## config.mk

```make
export PLATFORM = sky130hd
export DESIGN_NAME = hamming_stream_engine_flat
export DESIGN_NICKNAME = d
export VERILOG_FILES = /design/src/rtl/cirno_hamming_pkg.sv /design/src/rtl/hamming_stream_engine_if.sv /design/src/rtl/hamming_secded_core.sv /design/src/rtl/hamming_stream_engine.sv /design/src/flat_wrapper.sv
export SDC_FILE = /design/constraint.sdc
export NUM_CORES = 1
export LEC_CHECK = 0
export CORE_MARGIN = 2
export CORE_UTILIZATION = 60
export CTS_CLUSTER_DIAMETER = 60
export DETAILED_ROUTE_END_ITERATION = 8
export PLACE_DENSITY = 0.86
export SETUP_SLACK_MARGIN = 0.4
export SYNTH_ARGS = -nofsm -noshare
export SYNTH_HDL_FRONTEND = slang
export SYNTH_HIERARCHICAL = 1
export SYNTH_SLANG_ARGS = --single-unit
export TNS_END_PERCENT = 10
```

## constraint.sdc

```tcl
create_clock -name clk -period 4.1 [get_ports clk]
set_clock_uncertainty 0.05 [all_clocks]
set_input_delay 0.82 -clock clk [delete_from_list [all_inputs] [get_ports clk]]
set_output_delay 0.82 -clock clk [all_outputs]
set_load 0.02 [all_outputs]
```

## src/rtl/cirno_hamming_pkg.sv

```systemverilog
// Shared types and size helpers for the Hamming SECDED stream engine.
// R and NB are derived from K/DW so every block sizes itself identically.
package cirno_hamming_pkg;

    typedef enum logic {
        MODE_ENCODE = 1'b0,
        MODE_DECODE = 1'b1
    } mode_e;

    typedef enum logic [2:0] {
        S_IDLE = 3'd0,
        S_LOAD = 3'd1,
        S_RD   = 3'd2,
        S_CAP  = 3'd3,
        S_CALC = 3'd4,
        S_WR   = 3'd5,
        S_DONE = 3'd6
    } state_e;

    // Smallest r with 2^r >= k + r + 1.
    function automatic int calc_r(input int k);
        int r;
        r = 1;
        while ((1 << r) < (k + r + 1)) begin
            r = r + 1;
        end
        return r;
    endfunction

    // Bytes per stored word, including the overall parity bit when present.
    function automatic int calc_nb(input int k, input int dw, input int secded);
        return (k + calc_r(k) + secded + dw - 1) / dw;
    endfunction

endpackage

```

## src/rtl/hamming_stream_engine_if.sv

```systemverilog
// Control, status and shared byte-memory port of the Hamming stream engine.
// master = engine side, slave = host / memory side.
interface hamming_stream_engine_if #(
    parameter int AW = 8,
    parameter int DW = 8
) ();

    logic          init;
    logic          mode;
    logic [AW-1:0] src_base;
    logic [AW-1:0] dst_base;
    logic [AW-1:0] count;
    logic [AW-1:0] mem_addr;
    logic          mem_wr_en;
    logic [DW-1:0] mem_wr_data;
    logic [DW-1:0] mem_rd_data;
    logic          busy;
    logic          done;
    logic [AW-1:0] n_corr;
    logic [AW-1:0] n_dbl;

    modport master (
        input  init, mode, src_base, dst_base, count, mem_rd_data,
        output mem_addr, mem_wr_en, mem_wr_data, busy, done, n_corr, n_dbl
    );

    modport slave (
        output init, mode, src_base, dst_base, count, mem_rd_data,
        input  mem_addr, mem_wr_en, mem_wr_data, busy, done, n_corr, n_dbl
    );

endinterface

```

## src/rtl/hamming_secded_core.sv

```systemverilog
// Purely combinational Hamming encoder and syndrome decoder/corrector.
// Stored bit j holds codeword position j+1; bit N is the overall parity when SECDED=1.
module hamming_secded_core
    import cirno_hamming_pkg::*;
#(
    parameter int K      = 11,
    parameter int SECDED = 1,
    localparam int R     = calc_r(K),
    localparam int N     = K + R,
    localparam int CW    = N + SECDED
) (
    input  logic [K-1:0]  data_in,
    output logic [CW-1:0] code_out,
    input  logic [CW-1:0] code_in,
    output logic [K-1:0]  data_out,
    output logic          corr,
    output logic          dbl
);

    logic [N:1]   enc_data_s;
    logic [N:1]   enc_pos_s;
    logic [R-1:0] par_s;
    logic [N:1]   dec_pos_s;
    logic [N:1]   fix_pos_s;
    logic [R-1:0] syn_s;
    logic         overall_s;
    logic         single_s;

    // Data bit of position p is index p-1-clog2(p+1): positions minus the powers of two below them.
    for (genvar p = 1; p <= N; p++) begin : g_pos
        if ((p & (p - 1)) == 0) begin : g_par
            assign enc_data_s[p] = 1'b0;
            assign enc_pos_s[p]  = par_s[$clog2(p)];
        end else begin : g_dat
            localparam int DI = p - 1 - $clog2(p + 1);
            assign enc_data_s[p] = data_in[DI];
            assign enc_pos_s[p]  = enc_data_s[p];
            assign data_out[DI]  = fix_pos_s[p];
        end
    end

    // Parity i covers every data position whose index has bit i set.
    always_comb begin
        par_s = '0;
        for (int i = 0; i < R; i++) begin
            for (int p = 1; p <= N; p++) begin
                par_s[i] = par_s[i] ^ (enc_data_s[p] & p[i]);
            end
        end
    end

    assign code_out[N-1:0] = enc_pos_s;

    if (SECDED != 0) begin : g_overall
        assign code_out[N] = ^enc_pos_s;
    end

    assign dec_pos_s = code_in[N-1:0];
    assign overall_s = (SECDED != 0) ? ^code_in : 1'b0;

    // Syndrome: XOR of the indices of all set positions.
    always_comb begin
        syn_s = '0;
        for (int p = 1; p <= N; p++) begin
            syn_s = syn_s ^ (dec_pos_s[p] ? R'(p) : '0);
        end
    end

    assign single_s = (SECDED != 0) ? overall_s : (syn_s != '0);
    assign corr     = single_s;
    assign dbl      = (SECDED != 0) && !overall_s && (syn_s != '0);

    // Flip the addressed position only for a single error; s=0 means the overall bit, which carries no data.
    always_comb begin
        fix_pos_s = dec_pos_s;
        for (int p = 1; p <= N; p++) begin
            fix_pos_s[p] = dec_pos_s[p] ^ (single_s && (syn_s == R'(p)));
        end
    end

endmodule

```

## src/rtl/hamming_stream_engine.sv

```systemverilog
// Streams count multi-byte words through the SECDED core, writing results back to a
// destination region and keeping saturating correction / double-error statistics.
module hamming_stream_engine
    import cirno_hamming_pkg::*;
#(
    parameter int K      = 11,
    parameter int AW     = 8,
    parameter int DW     = 8,
    parameter int SECDED = 1
) (
    input  logic clk,
    input  logic reset,
    hamming_stream_engine_if.master bus
);

    localparam int R   = calc_r(K);
    localparam int N   = K + R;
    localparam int CW  = N + SECDED;
    localparam int NB  = calc_nb(K, DW, SECDED);
    localparam int WW  = NB * DW;
    localparam int BIW = (NB > 1) ? $clog2(NB) : 1;
    localparam logic [BIW-1:0] LAST_BYTE = BIW'(NB - 1);
    localparam logic [AW-1:0]  CNT_MAX   = '1;

    if (K + 2 > WW) begin : g_cfg_check
        $error("hamming_stream_engine: K+2 exceeds NB*DW, no room for status flags");
    end

    state_e         state_r;
    state_e         state_d;
    logic [BIW-1:0] byte_r;
    logic [BIW-1:0] byte_d;
    mode_e          mode_r;
    logic [AW-1:0]  words_left_r;
    logic [AW-1:0]  rd_ptr_r;
    logic [AW-1:0]  wr_ptr_r;
    logic [AW-1:0]  n_corr_r;
    logic [AW-1:0]  n_dbl_r;
    logic [WW-1:0]  rd_buf_r;
    logic [WW-1:0]  res_r;
    logic [AW-1:0]  mem_addr_r;
    logic           mem_wr_en_r;
    logic [DW-1:0]  mem_wr_data_r;
    logic           busy_r;
    logic           done_r;

    logic           start_s;
    logic           last_byte_s;
    logic           cap_s;
    logic [CW-1:0]  code_s;
    logic [K-1:0]   data_s;
    logic           corr_s;
    logic           dbl_s;
    logic [WW-1:0]  dec_word_s;
    logic [WW-1:0]  res_s;
    logic [WW-1:0]  wr_src_s;
    logic [AW-1:0]  addr_d;
    logic           wr_en_d;
    logic [DW-1:0]  wr_data_d;

    hamming_secded_core #(
        .K      (K),
        .SECDED (SECDED)
    ) u_core (
        .data_in  (rd_buf_r[K-1:0]),
        .code_out (code_s),
        .code_in  (rd_buf_r[CW-1:0]),
        .data_out (data_s),
        .corr     (corr_s),
        .dbl      (dbl_s)
    );

    assign start_s     = bus.init && ((state_r == S_IDLE) || (state_r == S_DONE));
    assign last_byte_s = (byte_r == LAST_BYTE);
    // Read data lags the address by one cycle, so byte b lands during RD(b+1) or CAP.
    assign cap_s       = ((state_r == S_RD) && (byte_r != '0)) || (state_r == S_CAP);
    assign dec_word_s  = WW'(data_s) | (WW'(corr_s) << (WW - 2)) | (WW'(dbl_s) << (WW - 1));
    assign res_s       = (mode_r == MODE_DECODE) ? dec_word_s : WW'(code_s);
    assign wr_src_s    = (state_r == S_CALC) ? res_s : res_r;

    // State and byte-index register.
    always_ff @(posedge clk) begin
        if (reset) begin
            state_r <= S_IDLE;
            byte_r  <= '0;
        end else begin
            state_r <= state_d;
            byte_r  <= byte_d;
        end
    end

    // Next-state and byte-index logic.
    always_comb begin
        state_d = state_r;
        byte_d  = '0;
        case (state_r)
            S_IDLE, S_DONE: begin
                if (start_s) begin
                    state_d = S_LOAD;
                end else begin
                    state_d = state_r;
                end
            end
            S_LOAD: begin
                if (words_left_r == '0) begin
                    state_d = S_DONE;
                end else begin
                    state_d = S_RD;
                end
            end
            S_RD: begin
                if (last_byte_s) begin
                    state_d = S_CAP;
                end else begin
                    state_d = S_RD;
                    byte_d  = byte_r + BIW'(1);
                end
            end
            S_CAP:  state_d = S_CALC;
            S_CALC: state_d = S_WR;
            S_WR: begin
                if (!last_byte_s) begin
                    state_d = S_WR;
                    byte_d  = byte_r + BIW'(1);
                end else if (words_left_r == AW'(1)) begin
                    state_d = S_DONE;
                end else begin
                    state_d = S_RD;
                end
            end
            default: state_d = S_IDLE;
        endcase
    end

    // Next values of the registered memory-port outputs, keyed on the state being entered.
    always_comb begin
        addr_d    = mem_addr_r;
        wr_en_d   = 1'b0;
        wr_data_d = mem_wr_data_r;
        case (state_d)
            S_RD: addr_d = rd_ptr_r;
            S_WR: begin
                addr_d    = wr_ptr_r;
                wr_en_d   = 1'b1;
                wr_data_d = wr_src_s[DW-1:0];
            end
            default: addr_d = mem_addr_r;
        endcase
    end

    // Run parameters, byte pointers, word buffers and statistics.
    always_ff @(posedge clk) begin
        if (reset) begin
            mode_r       <= MODE_ENCODE;
            words_left_r <= '0;
            rd_ptr_r     <= '0;
            wr_ptr_r     <= '0;
            n_corr_r     <= '0;
            n_dbl_r      <= '0;
            rd_buf_r     <= '0;
            res_r        <= '0;
        end else begin
            if (start_s) begin
                mode_r       <= mode_e'(bus.mode);
                rd_ptr_r     <= bus.src_base;
                wr_ptr_r     <= bus.dst_base;
                words_left_r <= bus.count;
                n_corr_r     <= '0;
                n_dbl_r      <= '0;
            end else begin
                if (state_d == S_RD) begin
                    rd_ptr_r <= rd_ptr_r + AW'(1);
                end
                if (state_d == S_WR) begin
                    wr_ptr_r <= wr_ptr_r + AW'(1);
                end
                if ((state_r == S_WR) && last_byte_s) begin
                    words_left_r <= words_left_r - AW'(1);
                end
                if ((state_r == S_CALC) && (mode_r == MODE_DECODE)) begin
                    if (corr_s && (n_corr_r != CNT_MAX)) begin
                        n_corr_r <= n_corr_r + AW'(1);
                    end
                    if (dbl_s && (n_dbl_r != CNT_MAX)) begin
                        n_dbl_r <= n_dbl_r + AW'(1);
                    end
                end
            end
            if (cap_s) begin
                rd_buf_r <= (rd_buf_r >> DW) | (WW'(bus.mem_rd_data) << (WW - DW));
            end
            if (state_d == S_WR) begin
                res_r <= wr_src_s >> DW;
            end
        end
    end

    // Registered port outputs.
    always_ff @(posedge clk) begin
        if (reset) begin
            mem_addr_r    <= '0;
            mem_wr_en_r   <= 1'b0;
            mem_wr_data_r <= '0;
            busy_r        <= 1'b0;
            done_r        <= 1'b0;
        end else begin
            mem_addr_r    <= addr_d;
            mem_wr_en_r   <= wr_en_d;
            mem_wr_data_r <= wr_data_d;
            busy_r        <= (state_d != S_IDLE) && (state_d != S_DONE);
            done_r        <= (state_d == S_DONE);
        end
    end

    assign bus.mem_addr    = mem_addr_r;
    assign bus.mem_wr_en   = mem_wr_en_r;
    assign bus.mem_wr_data = mem_wr_data_r;
    assign bus.busy        = busy_r;
    assign bus.done        = done_r;
    assign bus.n_corr      = n_corr_r;
    assign bus.n_dbl       = n_dbl_r;

endmodule

```

## src/flat_wrapper.sv

```systemverilog
// flat-port wrapper written by rule: the top's interface ports become plain ports
module hamming_stream_engine_flat import cirno_hamming_pkg::*;
#(
    parameter int K      = 11,
    parameter int AW     = 8,
    parameter int DW     = 8,
    parameter int SECDED = 1
)
  (clk, reset, bus_init, bus_mode, bus_src_base, bus_dst_base, bus_count, bus_mem_rd_data, bus_mem_addr, bus_mem_wr_en, bus_mem_wr_data, bus_busy, bus_done, bus_n_corr, bus_n_dbl);
  hamming_stream_engine_if #(.AW(AW), .DW(DW)) bus_i ();
  input  logic clk;
  input  logic reset;
  input wire logic [$bits(bus_i.init)-1:0] bus_init;
  input wire logic [$bits(bus_i.mode)-1:0] bus_mode;
  input wire logic [$bits(bus_i.src_base)-1:0] bus_src_base;
  input wire logic [$bits(bus_i.dst_base)-1:0] bus_dst_base;
  input wire logic [$bits(bus_i.count)-1:0] bus_count;
  input wire logic [$bits(bus_i.mem_rd_data)-1:0] bus_mem_rd_data;
  output wire logic [$bits(bus_i.mem_addr)-1:0] bus_mem_addr;
  output wire logic [$bits(bus_i.mem_wr_en)-1:0] bus_mem_wr_en;
  output wire logic [$bits(bus_i.mem_wr_data)-1:0] bus_mem_wr_data;
  output wire logic [$bits(bus_i.busy)-1:0] bus_busy;
  output wire logic [$bits(bus_i.done)-1:0] bus_done;
  output wire logic [$bits(bus_i.n_corr)-1:0] bus_n_corr;
  output wire logic [$bits(bus_i.n_dbl)-1:0] bus_n_dbl;
  assign bus_i.init = bus_init;
  assign bus_i.mode = bus_mode;
  assign bus_i.src_base = bus_src_base;
  assign bus_i.dst_base = bus_dst_base;
  assign bus_i.count = bus_count;
  assign bus_i.mem_rd_data = bus_mem_rd_data;
  assign bus_mem_addr = bus_i.mem_addr;
  assign bus_mem_wr_en = bus_i.mem_wr_en;
  assign bus_mem_wr_data = bus_i.mem_wr_data;
  assign bus_busy = bus_i.busy;
  assign bus_done = bus_i.done;
  assign bus_n_corr = bus_i.n_corr;
  assign bus_n_dbl = bus_i.n_dbl;
  hamming_stream_engine #(.K(K), .AW(AW), .DW(DW), .SECDED(SECDED)) u_core (.clk(clk), .reset(reset), .bus(bus_i));
endmodule
```

==> results.tsv <==
stage	metric	value	unit
yosys	Yosys top cell by area	dfxtp_1	
global_route	number of global-route vias before repair	4218	
cells_and_area	P&R area growth vs syn	15.49	%
global_route	first-pass GRT wire length	20.33	mm
yosys	ys flop type	dfxtp_1	
clock_tree	post_cts resized	0	
clock_tree	CTS tree	yes	
yosys	synthesized cell area	5155	um^2
global_route	GRT Total Usage	25.74	%
route	final wirelength	12.07	mm
timing	RSZ-0062 raised after global routing	false	
floorplanning	# IOs	71	
critical_path	Worst setup SP type	register	
critical_path	Crit path required time	4.27	ns
route	initial DRC count	306	
floorplanning	Starting Density	62.42	%
route	DRT Pass-1 Iters	5	
critical_path	CP Class	register to register	
route	antenna viol nets, final	0	
power_and_ir_drop	Final Power	2.246	mW
timing	f_max	0.3028	GHz
timing	Worst slew margin	20.59	%
yosys	Post-synth ARST share	0	%
yosys	EDFF count, synth	0	
cells_and_area	multi-input logic area	3100	um^2
yosys	sequential area share after synthesis	34.17	%
floorplanning	row cnt	33	
place	IO Port Bufs	70	
global_route	largest net degree at the start of global routing	44	
route	Remaining DRCs	0	
route	Vias/cell	6.088	
yosys	Adder-Cell Fraction of Synth Area	1.893	%
yosys	synthesized area per cell	8.409	um^2
timing	fin crit period	3.302	ns
floorplanning	Die X	96.69	um
route	Routed WL per cell	15.92	um
flow_run	Max Cap Viol	0	
yosys	compound-cell area share of the yosys netlist	17.65	%
power_and_ir_drop	peak supply drop	0.2283	mV
timing	final hold vios	0	
critical_path	crit path max fanout	7	
clock_tree	CTS Root Cell	clkbuf_8	
yosys	Synth cell types	70	
yosys	main combinational cell family by area after synthesis	simple AND/OR/NAND/NOR gates	
place	dpl hpwl	8.504	mm
floorplanning	Die Y	96.69	um
floorplanning	CORE AREA	8258	um^2
cells_and_area	Finished Cell Area	5953	um^2
clock_tree	total CTS buffers	9	
clock_tree	H-tree depth	3	
yosys	synth warn	6	
critical_path	CP endpoint kind	register	
yosys	post-synthesis mux area share	3.908	%
global_route	initial antenna violation count	0	
yosys	syn_nets	656	
clock_tree	clk_lat worst skew	0.36	ns
clock_tree	clock sink count	88	
cells_and_area	n_diodes	0	
yosys	top cell type's share of synthesized area	34.17	%
floorplanning	die area	9349	um^2
yosys	cells after synthesis	613	
timing	Slew Limit Fails	0	
route	vias	4615	
clock_tree	post-CTS repair timing setup buffer count	0	
run_status	status	complete, no violations	
cells_and_area	nets	691	
yosys	Synth Area in XOR/XNOR	14.25	%
cells_and_area	final core occ	72.09	%
yosys	register bit total from synthesis	88	
clock_tree	Max clock buf depth	2	
clock_tree	clk slew on worst S/H paths	0.09	ns
cells_and_area	layout cells sized above 1	6.279	%
timing	TNS Setup	0	ns
cells_and_area	FILL cells	638	
power_and_ir_drop	Pwr Density	377.3	nW/um^2
cells_and_area	Sequential Area	1762	um^2
timing	Final Cycle Share	80.55	%
yosys	simple-gate share of the synthesized area	22.33	%
power_and_ir_drop	leakage	1.990	nW
cells_and_area	most common cell after layout, fill and taps aside	dfxtp_1	
timing	Worst-Margin Slew	1.189	ns
worst_hold_path	hold crit path type	register to register	
timing	final setup vio count	0	
critical_path	CP arrival	3.47	ns
global_route	Overflow after GRT	0	
clock_tree	# hold bufs at CTS	0	
yosys	top post-synthesis cells by area	dfxtp_1 34%, xnor2_1 6.8%, nand2_1 5.2%	
place	final estimated routing congestion in global placement	0.9388	
place	area post-placement	5764	um^2
cells_and_area	most frequent cells in the layout	88 x dfxtp_1, 71 x nand2_1, 69 x clkdlybuf4s50_1, 67 x nor2_1, 40 x xnor2_1	
==> final cells by class <==
type                       instances  share of cell area [%]
clock buffer                      11                   2.207
clock inverter                     5                  0.9668
inverter                          12                  0.7566
multi-input combinational        463                   52.08
sequential                        88                   29.59
tap                              105                   2.207
timing repair buffer              74                   12.19
==> path summary, 6_finish.rpt <==
| kind | from | endpoint | slack (ns) | cells past startpoint |
|---|---|---|---|---|
| min reg2reg | u_core/bus.mem_wr_data[6] | u_core/bus.mem_wr_data[6] | 0.43 | 2 |
| min | u_core/bus.mem_wr_data[6] | u_core/bus.mem_wr_data[6] | 0.43 | 2 |
| max | u_core/rd_buf_r[4] | u_core/bus.n_dbl[5] | 0.80 | 9 |
| max reg2reg | u_core/rd_buf_r[4] | u_core/bus.n_dbl[5] | 0.80 | 9 |
==> report_power, final <==
part           total [mW]  leakage (nW)  internal [mW]  switching (mW)
registers            1.03         0.716          0.931           0.103
clock network       0.588        0.0856          0.281           0.307
logic               0.624          1.19          0.258           0.366
total                2.25          1.99           1.47           0.776
==> kinds of logic (layout without fill, tap and decap cells) <==
family,Yosys count,in the layout
buffers and inverters,62,102
muxes,19,19
AOI/OAI and AO/OA,127,127
DFF,88,88
adders and majority gates,8,8
xor gates and xnor gates,72,72
and+or+nand+nor,237,237
==> sequential cells by signal, summed over array words and instances (netlist names), 3 cells and up <==
register	count
u_core/wr_ptr_r	8
u_core/res_r	8
u_core/bus.mem_wr_data	8
u_core/rd_ptr_r	8
u_core/words_left_r	8
u_core/state_r	3
u_core/bus.n_dbl	8
u_core/bus.n_corr	8
u_core/rd_buf_r	16
u_core/bus.mem_addr	8
==> synth_stat cells (all sizes together), types with 3 or more instances <==
cell type and n:
nor2b 5, a221oi 3, xor2 24, nand4 5, dfxtp 88, nand3 20, nor2 67, o211ai 9
o21ai 19, a2111oi 5, mux2 6, clkbuf 25, buf 25, xnor3 5, a21oi 34, ha 7
and4 5, a22oi 9, mux2i 13, a311oi 19, and2 3, nand2b 4, nand2 71, and3 5
or3 7, xnor2 43, a211oi 9, inv 12, nor4 13, nor3 17, or4 4
==> critical path: stages (launching register included) <==
cell and delay [ns]:
dfxtp_1 0.57, xnor3_1 0.46, xor2_1 0.25, xor2_1 0.40, nor2_1 0.09, a21oi_1 0.34
nand2_1 0.23, a2111oi_0 0.54, xnor2_1 0.17, nor2_1 0.05
==> per-stage QoR <==
stage	hold WS, ns	instances	setup slack, ns
floorplan	0.3940	613	1.311
CTS	0.4296	758	0.8309
global route	0.4443	758	0.4676
global placement	0.4097	742	0.8958
detailed placement	0.4187	742	0.8200
finish	0.4255	758	0.7975
==> layer usage <==
metal / global-route usage [%] / vias up / routed length, um
met4: 7.151 / 0 / 171
met3: 6.069 / 19 / 689
li1: - / 2262 / -
met5: 0 / - / 0
met2: 43.06 / 165 / 5994
met1: 33.32 / 2169 / 5212
Note: power is estimated with default switching activity, not from simulation.
